$ cat src/rtl/match_scheduler.sv
// Time-shares one external 32-bit equality comparator across NUM_KEYS stored keys, one key per cycle.
// Result after NUM_KEYS cycles; define MATCH_EARLY_EXIT_EN to finish at the first qualified hit.
module match_scheduler #(
   parameter int NUM_KEYS = 4,
   parameter int IDX_W    = 2
) (
   input  logic             clk,
   input  logic             rst_n,
   input  logic             key_wr_en,
   input  logic [IDX_W-1:0] key_wr_idx,
   input  logic [31:0]      key_wr_data,
   input  logic             key_clr,
   input  logic             in_valid,
   output logic             in_ready,
   input  logic [31:0]      in_data,
   output logic             out_valid,
   input  logic             out_ready,
   output logic             out_hit,
   output logic [IDX_W-1:0] out_idx,
   output logic [31:0]      cmp_a,
   output logic [31:0]      cmp_b,
   input  logic             cmp_eq
);

   typedef enum logic [1:0] {IDLE, SCAN, DONE} state_t;

   state_t              state, state_nxt;
   logic [31:0]         word;
   logic [31:0]         keys [NUM_KEYS];
   logic [NUM_KEYS-1:0] valid;
   logic [IDX_W-1:0]    idx;
   logic [IDX_W-1:0]    hit_idx;
   logic                hit;
   logic                last;
   logic                qmatch;
   logic                accept;

   assign last   = (idx == IDX_W'(NUM_KEYS - 1));
   assign qmatch = (state == SCAN) & cmp_eq & valid[idx];
   assign accept = in_valid & in_ready;

   // Operands come straight from registers so cmp_eq never feeds back into them.
   assign cmp_a = (state == SCAN) ? word : 32'd0;
   assign cmp_b = (state == SCAN) ? keys[idx] : 32'd0;

   assign out_hit = (state == DONE) & hit;
   assign out_idx = (state == DONE) ? hit_idx : '0;

   always_ff @(posedge clk or negedge rst_n) begin
      if (!rst_n) begin
         state <= IDLE;
      end else begin
         state <= state_nxt;
      end
   end

   always_comb begin
      state_nxt = state;
      in_ready  = 1'b0;
      out_valid = 1'b0;
      case (state)
         IDLE: begin
            in_ready = 1'b1;
            if (in_valid) state_nxt = SCAN;
         end
         SCAN: begin
`ifdef MATCH_EARLY_EXIT_EN
            if (qmatch || last) state_nxt = DONE;
`else
            if (last) state_nxt = DONE;
`endif
         end
         DONE: begin
            out_valid = 1'b1;
            if (out_ready) state_nxt = IDLE;
         end
         default: state_nxt = IDLE;
      endcase
   end

   always_ff @(posedge clk or negedge rst_n) begin
      if (!rst_n) begin
         word    <= '0;
         valid   <= '0;
         idx     <= '0;
         hit     <= 1'b0;
         hit_idx <= '0;
         for (int k = 0; k < NUM_KEYS; k++) keys[k] <= '0;
      end else begin
         // Clear first so a same-cycle write re-validates its own index.
         if (key_clr) valid <= '0;
         for (int k = 0; k < NUM_KEYS; k++) begin
            if (key_wr_en && key_wr_idx == IDX_W'(k)) begin
               keys[k]  <= key_wr_data;
               valid[k] <= 1'b1;
            end
         end

         if (accept) begin
            word    <= in_data;
            idx     <= '0;
            hit     <= 1'b0;
            hit_idx <= '0;
         end else if (state == SCAN) begin
            if (qmatch && !hit) begin
               hit     <= 1'b1;
               hit_idx <= idx;
            end
            if (!last) idx <= idx + 1'b1;
         end
      end
   end

endmodule

$ cat config.mk
export PLATFORM = sky130hd
export DESIGN_NAME = match_scheduler
export DESIGN_NICKNAME = d
export VERILOG_FILES = /design/src/rtl/match_scheduler.sv
export SDC_FILE = /design/constraint.sdc
export NUM_CORES = 1
export LEC_CHECK = 0
export CAP_MARGIN = 10
export CORE_UTILIZATION = 45
export CTS_BUF_LIST = sky130_fd_sc_hd__clkbuf_8 sky130_fd_sc_hd__clkbuf_16
export CTS_CLUSTER_DIAMETER = 100
export DETAILED_ROUTE_END_ITERATION = 10
export PLACE_DENSITY = 0.74
export SYNTH_ARGS = -nofsm -noshare
export SYNTH_HDL_FRONTEND = slang
export SYNTH_SLANG_ARGS = --single-unit
$ cat constraint.sdc
create_clock -name clk -period 1.9 [get_ports clk]
set_input_delay 0.19 -clock clk [delete_from_list [all_inputs] [get_ports clk]]
set_output_delay 0.19 -clock clk [all_outputs]
set_load 0.02 [all_outputs]
# Word level (Yosys, flattened, before mapping)
# Index checks and enable logic that the tools add are counted.
# word_totals
word_cells	76
regBits	171
# op_classes
bitwise	5
eq_ne	10
n_lt_le_gt_ge	2
addsub	1
n_mux	28
n_reduce_logical	17
# ops
op	n
32-bit 2-to-1 mux	4
32-bit binary-select mux with 2-bit select	1
2-bit 2-to-1 mux	10
2-bit nonzero test	6
1-bit 2-to-1 mux	10
2-bit == test (second input constant)	4
2-bit inequality test (second input constant)	3
2-bit case mux with 3 select lines	1
1-bit logical AND	5
1-bit AND	4
2-bit by 1-bit == test with 1-bit output (second input constant)	2
2-bit logical NOT	2
4-bit 2-to-1 mux	1
2-bit AND reduction	2
3-bit greater-or-equal comparator (second input constant)	1
2-bit by 3-bit < comparator with 1-bit output (second input constant)	1
2-bit inverter with 3-bit output	1
3-bit AND reduction	1
2-bit by 1-bit adder with 2-bit output (second input constant)	1
1-bit binary-select mux with 2-bit select	1
2-bit by 1-bit inequality test with 1-bit output (second input constant)	1
1-bit logical NOT	1

# Longest topological paths before layout
# logic_depth
word_depth	7
mapped_depth	4
ltp_nobuf	4

# Worst setup path after synthesis
# Ideal clock, no wire load.
# synth_timing
path_type	reg-to-output
startpoint	register idx[0]
endpoint	output port cmp_b[10]
t_arrival_ps	1370
path_stages_with_launch	5
path_buffers	2
setup_slack_ps	340
path_cell_list	dfrtp_1 -> buf_6 -> buf_6 -> mux4_2 -> and2_1
# synth_between
elab_chain_cells	5
# synth_rtl
element	line	rtl
start, declared	31	logic [IDX_W-1:0] idx;
start signal, assigned	109	if (!last) idx <= idx + 1'b1;
2-bit inverter with 3-bit output (not written as such)	44	assign cmp_b = (state == SCAN) ? keys[idx] : 32'd0;
32-bit binary-select mux with 2-bit select	44	
32-bit 2-to-1 mux (not written as such) (2 in series)	44	
32-bit 2-to-1 mux	44	
end, declared	21	output logic [31:0] cmp_b,
# Every way passes these cells. The select of a mux whose other input is x is not followed.

# Worst setup path in the final report
# layout_timing
startpoint	register idx[0]
endpoint	output port cmp_b[8]
# The elaborated chain is that of the path after synthesis.

==> flow_summary.json <==
{
  "grtUsageTotal_pct": 20.11,
  "dieWidth_um": 132.7,
  "grt_overflow": 0,
  "layout_commonest_cell": "dfrtp_1",
  "start_kind": "register",
  "min_path_type": "in2async",
  "rsz0062_at_grt": "yes",
  "finalWirelength_um": 16700,
  "syn_nets": 568,
  "syn_area_um2": 7681,
  "p_leak_nw": 4.491,
  "critPathCaptureType": "output pin",
  "placed_area_um2": 9582,
  "slowest_delay_ns": 0.50,
  "max_clock_freq_mhz": 479.6,
  "synth_cell_types": 28,
  "setup_viol": 32,
  "die_h_um": 132.7,
  "fin_nets": 733,
  "grt_pass1_wl_um": 27030,
  "dp.cells": 847,
  "drt_iter0_markers": 152,
  "status": "finished, violations left",
  "vias": 4659,
  "area_growth_pct": 35.38,
  "cts_tree": "done",
  "critPathKind": "reg2out",
  "cts_root_buf": "clkbuf_16",
  "power.switching_mw": 5.291,
  "cp_num_buf_inv": 3,
  "yosysSeqAreaShare_pct": 55.71,
  "worst_slew_margin_rel_pct": 67.18,
  "layoutNonFillerInstCount": 891,
  "core_area_um2": 16640,
  "critPathRequiredTime_ns": 1.71,
  "tightest_slew_ns": 0.4923,
  "port-buffer-count": 141,
  "die-area_um2": 17600,
  "initial_core_util_pct": 46.15,
  "period_needed_ns": 2.085,
  "p_seq_share_pct": 30.8,
  "drive_gt1_share_pct": 54.99,
  "peakVddDrop_mv": 0.8900,
  "powerDensity_nw_per_um2": 1580,
  "clkSinkCount": 171,
  "insertion_delay_ns": 0.42,
  "p_int_mw": 11.13,
  "dp_hpwl_um": 10650,
  "crit_family": "multiplexers",
  "finalMaxSlewViolations": 0,
  "num_io_pins": 142,
  "yosys_warnings": 0,
  "skew_ns": 0.005625,
  "clock_power_share_pct": 19.9,
  "finalSetupTns_ns": -4.691,
  "grt_start_max_net_pins": 49,
  "cp.arrival_ns": 1.90,
  "htreeDepth": 4,
  "antenna_found_initial": 0,
  "slowest_stage": "mux4_2",
  "antenna-diode-count": 0,
  "mostFrequentLayoutCells": "169 x dfrtp_1, 159 x mux2_2, 71 x clkdlybuf4s50_1",
  "ys_seq_elements": 171,
  "synthCells": 494,
  "finalWorstSetupSlack_ns": -0.1851,
  "crit_top_cell": "buf_12",
  "cts_buffers": 17,
  "viasPerCell": 5.229,
  "p_sw_share_pct": 32.22,
  "synth.avg_cell_area_um2": 15.55,
  "crit_chain": "buf_12 -> buf_12 -> mux4_2 -> and2_4 -> buf_6",
  "gp_congestion": 0.7967,
  "cp_max_fo": 8,
  "fin_area_um2": 10400,
  "rows": 47,
  "wl_per_cell_um": 18.75,
  "drc": 0,
  "period_share_pct": 109.7,
  "failed_checks": "setup timing",
  "maxCapViolations": 0,
  "clkSlewWorstSetupHoldPaths_ns": 0.07,
  "ant_nets": 0,
  "hold_viol": 0,
  "dr.pass1.iters": 4,
  "cts_buffer_depth": 2,
  "combPwrFrac_pct": 49.4,
  "grt_pass1_vias": 5124
}
[metrics by stage]
step / total power, mW / hold slack [ns] / setup slack, ns / util [%]
3_5_place_dp: 12.22 / 0.1715 / -0.2607 / 57.57
2_1_floorplan: 9.157 / -0.1056 / 0.3397 / -
5_1_grt: 17.27 / 0.3277 / -0.2533 / 62.48
4_1_cts: 16.14 / 0.2907 / -0.1945 / 61.66
3_3_place_gp: 12.05 / 0.1614 / -0.2424 / 57.57
6_report: 16.42 / 0.2852 / -0.1851 / 62.48
[metal layers]
metal  global-route usage (%)  up-vias  part of all wire, %  wire length [µm]
met3                    5.019       15                  4.5               753
met5                        0        -                    0                 0
met2                    34.12      119                   51              8499
met1                    25.44     2417                   43              7265
li1                         -     2108                    -                 -
met4                    6.130        0                  1.1               183
[power groups by stage]
stage	Combinational [mW]	Clock, mW	Sequential (mW)
detailed placement	7.07	0	5.15
CTS	7.74	3.35	5.04
global placement	6.98	0	5.07
floorplan	4.23	0	4.93
finish	8.11	3.26	5.05
global route	8.60	3.51	5.16
[path summary, 6_finish.rpt]
kind                                       from                      to  slack [ns]  depth (start not counted)
max in group asynchronous                 rst_n    keys[84]$_DFFE_PN0P_        0.95                          3
max reg2reg                  idx[0]$_DFFE_PN0P_  hit_idx[0]$_DFFE_PN0P_        0.06                          6
min reg2reg                word[21]$_DFFE_PN0P_    word[21]$_DFFE_PN0P_        0.50                          1
min                                       rst_n   keys[102]$_DFFE_PN0P_        0.29                          2
max                          idx[0]$_DFFE_PN0P_                cmp_b[8]       -0.19                          5
min in group clk                    in_data[30]    word[30]$_DFFE_PN0P_        0.38                          2
[cells in the mapped netlist]
library cell / n / area share (%)
a21o_1: 1 / 0.098
a21oi_1: 1 / 0.065
a22o_1: 1 / 0.11
and2_1: 67 / 5.5
and2b_2: 1 / 0.11
buf_2: 16 / 1.0
buf_4: 3 / 0.29
buf_6: 6 / 0.88
clkbuf_1: 6 / 0.29
dfrtp_1: 171 / 56
ha_1: 1 / 0.16
inv_1: 6 / 0.29
mux2_1: 1 / 0.15
mux2_2: 159 / 23
mux2_4: 2 / 0.39
mux2i_1: 1 / 0.13
mux4_1: 4 / 1.4
mux4_2: 29 / 8.5
nand3_1: 1 / 0.065
nand3b_1: 2 / 0.20
nand4_2: 1 / 0.16
nor2_1: 3 / 0.15
nor2b_1: 3 / 0.24
nor3b_1: 1 / 0.098
nor3b_2: 2 / 0.33
o21ai_0: 3 / 0.20
or2_2: 1 / 0.081
xnor2_1: 1 / 0.11
[kinds of logic after synthesis]
| kind of cell | after synthesis | share of synthesized area (%) |
|---|---|---|
| compound gates | 6 | 0.4723 |
| xor+xnor | 1 | 0.1140 |
| fa+ha+maj | 1 | 0.1629 |
| buf+inv | 37 | 2.802 |
| flops | 171 | 55.71 |
| mux | 196 | 33.85 |
| simple gates | 82 | 6.890 |
[state kept, by name, indices dropped and copies added, names as in the netlist]
register  flops
hit           1
hit_idx       2
idx           2
keys        128
state         2
valid         4
word         32
[final cells by class]
cell class | instances | area (µm²)
fillers | 1252 | 6243
flip-flops and latches | 171 | 4282
clock buffers | 18 | 439.2
repair buffers | 177 | 1964
multi-input cells | 286 | 3296
inverters | 6 | 22.52
clock inverters | 13 | 120.1
well taps | 220 | 275.3
[what timing repair did]
| action | 4_1_cts | 5_1_grt |
|---|---|---|
| resized for setup | 351 | 48 |
| setup buffers | 6 | 3 |
| setup endpoints to repair | 68 | 59 |
| pin swaps | 26 | 7 |
| cloned | 2 | 1 |
| hold endpoints to repair | 44 | 0 |
| hold buffers | 1 | 0 |
(Power assumes the default switching activity.)
